$ cat config.mk
export PLATFORM = sky130hd
export DESIGN_NAME = posit_sign_apply_pipe
export DESIGN_NICKNAME = d
export VERILOG_FILES = /design/src/rtl/posit_sign_apply_pipe.sv
export SDC_FILE = /design/constraint.sdc
export NUM_CORES = 1
export LEC_CHECK = 0
export ABC_CLOCK_PERIOD_IN_PS = 3000
export CAP_MARGIN = 40
export CORE_UTILIZATION = 28
export CTS_BUF_LIST = sky130_fd_sc_hd__clkbuf_2
export CTS_CLUSTER_SIZE = 25
export DETAILED_ROUTE_END_ITERATION = 10
export GPL_TIMING_DRIVEN = 0
export SETUP_SLACK_MARGIN = 0.2
export SLEW_MARGIN = 20
export SYNTH_ARGS = -nofsm -noshare
export SYNTH_HDL_FRONTEND = slang
export SYNTH_SLANG_ARGS = --single-unit
export TNS_END_PERCENT = 100
$ cat constraint.sdc
create_clock -name clk -period 3 [get_ports clk]
set_clock_uncertainty 0.1 [all_clocks]
set_input_delay 0.3 -clock clk [delete_from_list [all_inputs] [get_ports clk]]
set_output_delay 0.3 -clock clk [all_outputs]
set_load 0.03 [all_outputs]
$ cat src/rtl/posit_sign_apply_pipe.sv
// Applies per-lane posit sign (two's complement) and optional NaR override, then buffers in a main+skid pair.
// Latency: 1 cycle from input acceptance to out_vld. Optional NaR handling: define POSIT_SIGN_APPLY_NAR_EN.
// Backpressure: in_rdy is registered and drops only when both main and skid entries are occupied.

package posit_pkg;
    localparam int FULL_L = 32;
endpackage

package pe_pkg;
    localparam int PRECISION_CONFIG_L = 2;
    localparam logic [PRECISION_CONFIG_L-1:0] PRECISION_CONFIG_32B = 2'd0;
    localparam logic [PRECISION_CONFIG_L-1:0] PRECISION_CONFIG_16B = 2'd1;
    localparam logic [PRECISION_CONFIG_L-1:0] PRECISION_CONFIG_8B  = 2'd2;
endpackage

module posit_sign_apply_pipe #(
    parameter int CNT_W = 16
) (
    input  logic                                  clk,
    input  logic                                  rst_n,
    input  logic [posit_pkg::FULL_L-1:0]          in_data,
    input  logic [3:0]                            in_sign,
    input  logic [3:0]                            in_nar,
    input  logic [pe_pkg::PRECISION_CONFIG_L-1:0] in_mode,
    input  logic                                  in_vld,
    output logic                                  in_rdy,
    output logic [posit_pkg::FULL_L-1:0]          out_data,
    output logic [pe_pkg::PRECISION_CONFIG_L-1:0] out_mode,
    output logic                                  out_vld,
    input  logic                                  out_rdy,
    output logic [CNT_W-1:0]                      out_cnt
);

    localparam int FL = posit_pkg::FULL_L;
    localparam int ML = pe_pkg::PRECISION_CONFIG_L;

    typedef enum logic [1:0] {
        S_EMPTY = 2'd0,
        S_ONE   = 2'd1,
        S_TWO   = 2'd2
    } state_t;

    state_t          state_q;
    state_t          state_d;
    logic            rdy_q;
    logic            in_xfer;
    logic            out_xfer;
    logic [FL-1:0]   proc_dat;
    logic [FL-1:0]   main_dat_q;
    logic [FL-1:0]   skid_dat_q;
    logic [ML-1:0]   main_mode_q;
    logic [ML-1:0]   skid_mode_q;
    logic [CNT_W-1:0] cnt_q;

    assign in_xfer  = in_vld & rdy_q;
    assign out_xfer = out_vld & out_rdy;

    // Negation is confined to each lane slice, so carries never cross lane boundaries
    // and a zero lane negates to zero on its own.
    always_comb begin
        proc_dat = in_data;
        case (in_mode)
            pe_pkg::PRECISION_CONFIG_32B: begin
                if (in_sign[0]) proc_dat = ~in_data + 32'd1;
            end
            pe_pkg::PRECISION_CONFIG_16B: begin
                for (int i = 0; i < 2; i++) begin
                    if (in_sign[i]) proc_dat[i*16 +: 16] = ~in_data[i*16 +: 16] + 16'd1;
                end
            end
            pe_pkg::PRECISION_CONFIG_8B: begin
                for (int i = 0; i < 4; i++) begin
                    if (in_sign[i]) proc_dat[i*8 +: 8] = ~in_data[i*8 +: 8] + 8'd1;
                end
            end
            default: ;
        endcase
`ifdef POSIT_SIGN_APPLY_NAR_EN
        case (in_mode)
            pe_pkg::PRECISION_CONFIG_32B: begin
                if (in_nar[0]) proc_dat = 32'h8000_0000;
            end
            pe_pkg::PRECISION_CONFIG_16B: begin
                for (int i = 0; i < 2; i++) begin
                    if (in_nar[i]) proc_dat[i*16 +: 16] = 16'h8000;
                end
            end
            pe_pkg::PRECISION_CONFIG_8B: begin
                for (int i = 0; i < 4; i++) begin
                    if (in_nar[i]) proc_dat[i*8 +: 8] = 8'h80;
                end
            end
            default: ;
        endcase
`endif
    end

`ifndef POSIT_SIGN_APPLY_NAR_EN
    logic unused_nar;
    assign unused_nar = ^in_nar;
`endif

    always_ff @(posedge clk) begin
        if (!rst_n) begin
            state_q <= S_EMPTY;
            rdy_q   <= 1'b1;
        end else begin
            state_q <= state_d;
            rdy_q   <= (state_d != S_TWO);
        end
    end

    always_comb begin
        state_d = state_q;
        case (state_q)
            S_EMPTY: if (in_xfer) state_d = S_ONE;
            S_ONE: begin
                if (in_xfer && !out_xfer)      state_d = S_TWO;
                else if (!in_xfer && out_xfer) state_d = S_EMPTY;
            end
            S_TWO:   if (out_xfer) state_d = S_ONE;
            default: state_d = S_EMPTY;
        endcase
    end

    always_comb begin
        out_vld = (state_q == S_ONE) || (state_q == S_TWO);
    end

    assign in_rdy   = rdy_q;
    assign out_data = main_dat_q;
    assign out_mode = main_mode_q;
    assign out_cnt  = cnt_q;

    always_ff @(posedge clk) begin
        if (!rst_n) begin
            main_dat_q  <= '0;
            main_mode_q <= '0;
            skid_dat_q  <= '0;
            skid_mode_q <= '0;
            cnt_q       <= '0;
        end else begin
            if (in_xfer) cnt_q <= cnt_q + CNT_W'(1);
            case (state_q)
                S_EMPTY: begin
                    if (in_xfer) begin
                        main_dat_q  <= proc_dat;
                        main_mode_q <= in_mode;
                    end
                end
                S_ONE: begin
                    // With both transfers the new word replaces the departing one;
                    // without a drain it parks in the skid slot behind main.
                    if (in_xfer && out_xfer) begin
                        main_dat_q  <= proc_dat;
                        main_mode_q <= in_mode;
                    end else if (in_xfer) begin
                        skid_dat_q  <= proc_dat;
                        skid_mode_q <= in_mode;
                    end
                end
                S_TWO: begin
                    if (out_xfer) begin
                        main_dat_q  <= skid_dat_q;
                        main_mode_q <= skid_mode_q;
                    end
                end
                default: ;
            endcase
        end
    end

endmodule
Yosys cells after proc, flatten, opt, wreduce, memory -nomap -nowiden
Cells that the tools add are included.
- bits in registers: 87
- latch bits: 0
- memory bits (writable): 0
- memory bits (read-only): 0
- input port bits: 46
- output and inout bits: 52
- memories: 0
- $add $sub $neg: 8
- multipliers: 0
- divide/modulo/power cells: 0
- order comparisons: 0
- equality and inequality tests: 8
- shift-type cells: 0
- muxes and demuxes: 21
- bitwise operators: 10
- reductions and logical operators: 11
- operator list (operator ; number):
    32-bit case mux with 3 select lines ; 2
    32-bit two-way mux ; 4
    16-bit by 1-bit adder with 16-bit output, second input constant ; 3
    32-bit by 1-bit adder with 32-bit output, second input constant ; 1
    8-bit by 1-bit adder with 8-bit output, second input constant ; 4
    16-bit two-way mux ; 2
    8-bit two-way mux ; 4
    16-bit inverter ; 2
    32-bit inverter ; 1
    8-bit inverter ; 4
    2-bit two-way mux ; 7
    2-bit case mux with 3 select lines ; 2
    2-bit inequality test, second input constant ; 3
    2-bit by 1-bit == test with 1-bit output, second input constant ; 2
    2-bit == test, second input constant ; 2
    2-bit zero test ; 2
    4-bit AND reduction ; 1
    1-bit logical AND ; 3
    3-bit AND reduction ; 1
    3-bit nonzero test ; 1
    1-bit bitwise AND ; 2
    1-bit zero test ; 2
    2-bit by 1-bit inequality test with 1-bit output, second input constant ; 1
    1-bit logical OR ; 1
    1-bit inverter ; 1

Depth between registers and ports, before layout
Gate-level depths: netlist of run 1.
- depth in word-level cells: 8
- gate-level depth with buffers: 9

Worst setup path before layout of run 1
Ideal clock, no wire load.
- kind: register to register
- start: register state_q[1]
- end: register main_dat_q[30], in the netlist out_data[30]
- library setup time: 95 ps
- arrival time: 2345 ps
- setup slack: 460 ps
- stages on the path, launching flop included: 10
- buffers on the path: 2
- clock period less this slack: 2540 ps
- path through: dfxtp_1 -> inv_1 -> ha_1 -> nand2_1 -> o22ai_1 -> and2_1 -> clkbuf_1 -> clkbuf_1 -> o21ai_0 -> a221oi_1
- longest elaborated chain between the ends: 6
- elaborated cells on any way between the ends: 12
- ends and longest elaborated chain (item ; line ; source):
    from (decl) ; 43 ; state_t state_q;
    from (signal assigned) ; 108 ; state_q <= state_d;
    2-bit by 1-bit == test with 1-bit output or 2-bit == test (tied branches) ; 127 ; out_vld = (state_q == S_ONE) || (state_q == S_TWO);
    1-bit logical OR (*) ; 127 ;
    named net out_vld ; 29 ; output logic out_vld,
    1-bit bitwise AND (*) ; 56 ; assign out_xfer = out_vld & out_rdy;
    1-bit logical AND ; 154 ; if (in_xfer && out_xfer) begin
    2-bit by 1-bit inequality test with 1-bit output (no source line) ; -- ;
    4-bit AND reduction (no source line) (*) ; -- ;
    to (signal assigned) ; 147 ; main_dat_q <= proc_dat;
    to (signal assigned) ; 155 ; main_dat_q <= proc_dat;
    to (signal assigned) ; 164 ; main_dat_q <= skid_dat_q;
    to (decl) ; 49 ; logic [FL-1:0] main_dat_q;
Mark *: on every way through the listed nets, which the timed path passes. The rest lies on a longest branch.
A chain may end at the register's enable or synchronous reset.

Worst setup path after layout of run 1
- start: input port in_data[3] (netlist bit)
- end: register main_dat_q[17], in the netlist out_data[17]
- longest elaborated chain between the ends: 6
- elaborated cells on any way between the ends: 7
- ends and longest elaborated chain (item ; line ; source):
    from (decl) ; 21 ; input logic [posit_pkg::FULL_L-1:0] in_data,
    32-bit inverter (*) ; 64 ; if (in_sign[0]) proc_dat = ~in_data + 32'd1;
    32-bit by 1-bit adder with 32-bit output (*) ; 64 ;
    32-bit two-way mux (*) ; 64 ;
    32-bit case mux with 3 select lines (*) ; 62 ; case (in_mode)
    32-bit two-way mux (on tied branches) ; 154, 146 ;
    32-bit case mux with 3 select lines (*) ; 144 ; case (state_q)
Mark *: on every way between the ends. The rest lies on a longest branch, timed or not. The select of a mux whose other input is x is not followed.

==> run summary, run 1 <==
DP Cell Count - 1029
Root buf cell - clkbuf_2
Top Ports - 98
Final ANT Viol Nets - 0
Number of flops mapped to enable cells by yosys - 0
Max incr delay on CP - 0.63 ns
Hold/Removal Path Class - input port to flip-flop
Post-Syn Area - 5390 um^2
Setup CP Type - input port to flip-flop
Remaining Overflow, GRT - 0
Largest net degree at the start of global routing - 17
Initial antenna violation count - 1
Critical path buffers and inverters - 2
RR Startpoint - state_q[0]$_SDFF_PN0_
Post-layout minimum cycle time - 2.72 ns
Input/output buffers - 86
RSZ-0062 raised after global routing - true
H-tree depth - 3
Global-route wire length before repair - 29.9 mm
Top_reg_cell synth - dfxtp_1
Clk slew on worst S/H paths - 0.24 ns
Vias in the first global route - 5422
Hold Crit Endpoint - skid_dat_q[28]$_SDFFE_PN0P_
Critical-path cell list - clkdlybuf4s50_1, or4_1, buf_2, nor3_2, a21oi_1, nor4_1, nor3b_1, o41ai_1
Post-synth top area share - 32.3%
Total core area - 18800 um^2
HPWL after DPL - 14.0 mm
Fin. Hold Viols - 0
Vias - 5682
Pre-antenna DRT Iters - 9
NumNets Final - 864
Crit. End Element - flip-flop
Syn Inst Count - 708
Cell variety after synth - 67
Sequential share of the synthesized area - 32.3%
CP required - 3.37 ns
Layout cells sized above 1 - 5.65%
Peak Freq - 368 MHz
Drt wl/cell - 18.0 um
Final worst setup slack - 0.281 ns
Max Root-Sink Buffers - 2
Post-Syn Nets - 763
LEAKAGE - 2.41 nW
Placer Congestion - 0.895
Most area-consuming cells after synthesis - dfxtp_1, a21oi_1, nand2_1
FF-to-FF path depth - 8
CP delay by family, top - simple AND/OR/NAND/NOR gates
Max-Cap Viols - 0
Routed WL - 18.9 mm
Die height - 141 um
Place WS - -0.479 ns
R2r endpoint - skid_dat_q[11]$_SDFFE_PN0P_
Setup Viol. Count Final - 0
CTS tree - done
Critical Path Slowest Stage Cell - nor4_1
Hold Crit Depth - 3
Max_slew headroom - 50.2%
CTS buffer count - 9
Die width - 141 um
Area growth, synth to finish - 25.1%
Clk_lat worst skew - 0.59 ns
Most common cell after layout, fill and taps aside - dfxtp_1
Post-route clock period utilization - 90.6%
Worst Max-Slew Pin Slew - 0.741 ns
Placed Area - 6560 um^2
Synth Register Bits - 87
CTS Hold Bufs - 0
GRT Total Usage - 19.2%
Peak supply drop - 0.174 mV
CP arrival - 3.09 ns
Worst Path Max Fanout - 7
Cell taking the most area after synthesis - dfxtp_1
Avg Vias per Cell - 5.42
Final slew viol count - 0
Post-Syn Area per Cell - 7.62 um^2
Reg2Reg Setup Slack - 0.35 ns
Status - complete, no violations
DRC Markers - 0
Number of clock sinks - 87
Drt initial violations - 606
Pwr dens - 492 nW/um^2
Hold path start - in_data[28]
Synthesis Warnings - 0
FFs w/ async S/R, synth - 0%
Starting Density - 28.7%
Floorplan row count - 50
Commonest cells after routing, fill and taps aside - dfxtp_1, clkdlybuf4s50_1, nand2_1
Final non-filler cell total - 1049
Post-route cell area - 6740 um^2
Worst Setup SP - in_data[3]
Die area - 19800 um^2
Element type at the critical path start - input port
state kept, by name (all words and copies together), names as in the netlist:
register and cells:
skid_dat_q 32, state_q 2, out_cnt 16, out_data 32, skid_mode_q 2, in_rdy 1, out_mode 2
final cells by class:
class,count,area (um^2)
repair buffers,90,895
well taps,234,293
fillers,2018,12000
inverters,20,75.1
diodes,1,2.50
clock buffers,9,45.0
flip-flops and latches,87,1740
clock inverters,7,103
plain buffers,55,221
multi-input cells,546,3370
cell families after synthesis:
family | Yosys count | share of synthesized area, %
DFF | 87 | 32.3
xor gates and xnor gates | 45 | 7.31
adders and majority gates | 10 | 2.27
buffers and inverters | 75 | 5.34
muxes | 14 | 2.67
and+or+nand+nor | 259 | 23.6
AOI/OAI and AO/OA | 218 | 26.5
worst reg2reg max path: stages, from the launching register on:
cell      delay, ns
dfxtp_1        0.45
inv_1          0.10
ha_1           0.31
nand2_1        0.20
and3_1         0.19
clkbuf_1       0.40
clkbuf_1       0.48
nor2_1         0.09
a211oi_1       0.23
routing by layer:
metal	vias up	wire [um]	GRT usage (%)
met2	228	8410	30.6
li1	2771	-	-
met3	36	1150	2.96
met4	0	535	8.01
met5	-	0	0
met1	2647	8760	25.9
worst max path at each step:
| stage | endpoint | depth (start not counted) |
|---|---|---|
| floorplan | out_data[30]$_SDFFE_PN0P_ | 9 |
| global placement | out_data[22]$_SDFFE_PN0P_ | 8 |
| detailed placement | out_data[22]$_SDFFE_PN0P_ | 9 |
| CTS | out_data[8]$_SDFFE_PN0P_ | 9 |
| global route | out_data[30]$_SDFFE_PN0P_ | 9 |
| finish | out_data[17]$_SDFFE_PN0P_ | 8 |
report_power, final:
group          total (mW)  leakage [nW]  internal [mW]  switching (mW)
sequential           1.37         0.712           1.29          0.0850
clock               0.737        0.0831          0.284           0.452
combinational        1.21          1.62          0.455           0.752
total                3.32          2.41           2.03            1.29
metrics by stage:
step	utilization [%]	hold WS [ns]	setup TNS (ns)	power, mW
finish	35.9	0.170	0	3.32
global route	35.9	0.188	0	3.49
CTS	35.8	0.158	0	3.32
detailed placement	34.9	0.347	-6.08	2.59
global placement	34.9	0.341	-6.02	2.58
floorplan	-	0.336	0	2.11
synthesized netlist by cell type (6+ instances only):
cell type and n:
mux2i_1 11, a21o_1 6, or3_1 13, or4_1 6
xnor2_1 22, nand2b_1 9, buf_1 6, and2_1 7
a31oi_1 12, ha_1 9, o31ai_1 8, nor3_1 11
dfxtp_1 87, inv_1 19, a211oi_1 19, a21oi_1 65
nand2_1 73, nor4_1 9, clkbuf_1 44, nor2_1 72
nand4_1 11, nand3_1 23, nor2b_1 7, o41ai_1 6
o211ai_1 7, o21ai_0 43, xor2_1 23
repair_timing:
| item | CTS | global route |
|---|---|---|
| gates resized for setup | 1 | 11 |
| endpoints found under the hold margin | 0 | 0 |
| cloned | 0 | 0 |
| pin swaps | 1 | 0 |
| setup endpoints to repair | 5 | 27 |
| setup buffers | 3 | 0 |
Note: power is estimated with default switching activity, not from simulation.
==> run 2: changes to the inputs <==
--- a/config.mk
+++ b/config.mk
@@ -5,6 +5,7 @@
 export SDC_FILE = /design/constraint.sdc
 export NUM_CORES = 1
 export LEC_CHECK = 0
+export ABC_AREA = 0
 export ABC_CLOCK_PERIOD_IN_PS = 3000
 export CAP_MARGIN = 40
 export CORE_UTILIZATION = 28
==> results of run 2 <==
Final layout, timing and power as in run 1 (identical DEF).
==> patch, RTL diff (settings of run 1) <==
Encoding of `state_t`: now one-hot (3 bits for 3 states).
--- a/src/rtl/posit_sign_apply_pipe.sv
+++ b/src/rtl/posit_sign_apply_pipe.sv
@@ -36,6 +36,6 @@
 
-    typedef enum logic [1:0] {
-        S_EMPTY = 2'd0,
-        S_ONE   = 2'd1,
-        S_TWO   = 2'd2
+    typedef enum logic [2:0] {
+        S_EMPTY = 3'b001,
+        S_ONE   = 3'b010,
+        S_TWO   = 3'b100
     } state_t;
Check against the original RTL: same outputs for any inputs over 4 cycles, from zero or initial values and one cycle with rst_n low; so few cycles prove little.
==> patch against run 1 <==
Utilization down 0.22 points; sequential power decreased by 8%; design area decreased by 4.5%; setup slack better by 0.11 ns; register-to-register slack better by 0.12 ns; global-route usage increased by 0.21 points; cell count shrank 0.95%; sequential cell count increased by 1; count of clock-buffer cells in the layout grew 2; power down 23%; clock power fell by 20%; synthesized area decreased by 4.3%; routed wire length decreased by 4.4%; critical endpoint is now skid_dat_q[27]; largest cell class unchanged.
==> patch: results (changes against run 1) <==
Placed design
  • Dpl hpwl: 13430 um (was 13990 um)
  • RePlAce Congestion: 0.8839 (was 0.8953)
  • Pre-CTS setup slack: -0.5675 ns (was -0.4786 ns)
  • Port bufs: 85 (was 86)

GRT
  • GRT met3 Usage: 0.03054 (was 0.02955)
  • First-pass GRT wire length: 28080 um (was 29910 um)
  • GRT Resource Usage Total: 0.1944 (was 0.1922)
  • Grt met2 use: 0.3124 (was 0.3056)
  • Initial antenna violation count: 0 (was 1)
  • Largest net degree at the start of global routing: 14 (was 17)
  • Vias in the first global route: 4982 (was 5422)
  • Grt met1 use: 0.2679 (was 0.2588)

Layout
  • Layout cells sized above 1: 0.04444 (was 0.05651)
  • Final nets: 857 (was 864)
  • Antenna Cells: 0 (was 1)
  • Fillers: 1969 (was 2018)

Logic synthesis
  • Sequential share of the synthesized area: 0.3415 (was 0.3230)
  • Synth cell types: 62 (was 67)
  • Ys Warns: 0 (unchanged)
  • Ys async rst share: 0 (unchanged)
  • Ranking of synthesized cells by area: dfxtp_1 (34%), a21oi_1 (7.6%), nor2_1 (6.9%) (was dfxtp_1 (32%), a21oi_1 (6.0%), nand2_1 (5.1%))
  • Syn nets: 759 (was 763)
  • Main flop type after synthesis: dfxtp_1 (unchanged)
  • Synth top cells by count: nor2_1 (95), dfxtp_1 (88), a21oi_1 (78) (was dfxtp_1 (87), nand2_1 (73), nor2_1 (72))

Route
  • Met1 WL: 8409 um (was 8763 um)
  • Met2 Wirelength: 8144 um (was 8412 um)
  • Routed wl met3: 1331 um (was 1149 um)
  • Top Metal Used: met4 (unchanged)
  • First-pass DRT Iterations: 5 (was 9)
  • Vias: 5496 (was 5682)
  • Routed WL per cell: 17.36 um (was 17.98 um)
  • DR iter-0 viols: 351 (was 606)

Power
  • Int Pwr: 0.001678 W (was 0.002028 W)
  • Clk power: 0.000589 W (was 0.000737 W)
  • Leak Pwr: 2.236 nW (was 2.411 nW)
  • Net Sw Power: 0.0008631 W (was 0.001289 W)
  • P_seq: 0.00126 W (was 0.00137 W)
  • Worst VDD drop: 0.0001837 V (was 0.0001740 V)

Clock network
  • CTS root buf: clkbuf_2 (unchanged)
  • Worst-path clk slew: 0.23 ns
  • CTS H-Tree Depth: 3 (unchanged)
  • Clock tree buffer depth: 2 (unchanged)
  • Total clock buffers created by CTS: 9 (unchanged)
  • Worst skew pair latency: 0.57 ns (was 0.59 ns)

Outcome
  • Status: completed (unchanged)

Timing
  • Max-slew headroom: 0.4662 (was 0.5016)

Hold path
  • Hold Path Class: input pin to flip-flop (unchanged)

Worst setup path
  • Delay of the slowest cell on the worst path: 0.55 ns (was 0.63 ns)
  • Slowest CP cell: or4_1 (was nor4_1)
  • Worst endpoint data arrival time: 3.00 ns (was 3.09 ns)
  • Critical Path Fanout Max: 8 (was 7)
-- patch: per-stage QoR --
stage,cell area (sq um),std cells,util
final,6437,1039,0.3571
after global routing,6437,1039,0.3571
after CTS,6412,1037,0.3558
after detailed placement,6296,1022,0.3493
after global placement,6296,1022,0.3493
after floorplan,5159,708,-
-- patch: cell type report --
class / instances / area [sq um] / share of cell area
Clock inverter: 4 / 46.29 / 0.007191
Timing Repair Buffer: 87 / 865.8 / 0.1345
Clock buffer: 11 / 55.05 / 0.008552
Tap cell: 229 / 286.5 / 0.04451
Multi-Input combinational cell: 548 / 3142 / 0.4880
Inverter: 15 / 56.30 / 0.008746
Sequential cell: 88 / 1762 / 0.2737
Buffer: 57 / 224.0 / 0.03479
-- patch: what timing repair did --
action,in CTS,in global routing
pin swaps,0,2
gates cloned,0,0
endpoints found under the setup margin,2,9
buffers inserted,0,2
gates resized for setup,2,5
-- patch: worst paths after layout --
| check | start | endpoint | slack, ns | cells after the start |
|---|---|---|---|---|
| max | in_data[21] | skid_dat_q[27] | 0.39 | 9 |
| min | rst_n | out_data[19] | 0.05 | 3 |
| max reg2reg | in_rdy | out_data[16] | 0.47 | 9 |
| min reg2reg | skid_dat_q[18] | skid_dat_q[18] | 0.37 | 2 |
-- patch: cells by family (layout without fill, tap and decap cells) --
group / count (synthesis) / in the layout / share of synthesized area
simple gates: 279 / 279 / 0.2532
buf+inv: 72 / 174 / 0.05409
compound gates: 220 / 220 / 0.2636
fa+ha+maj: 5 / 5 / 0.01213
mux: 3 / 3 / 0.005821
flops: 88 / 88 / 0.3415
xor+xnor: 41 / 41 / 0.06961
-- patch: critical path, delay by kind of cell --
| family | cells | cell delay [ns] |
|---|---|---|
| compound gates | 2 | 0.33 |
| buf+inv | 2 | 0.72 |
| simple gates | 5 | 1.64 |
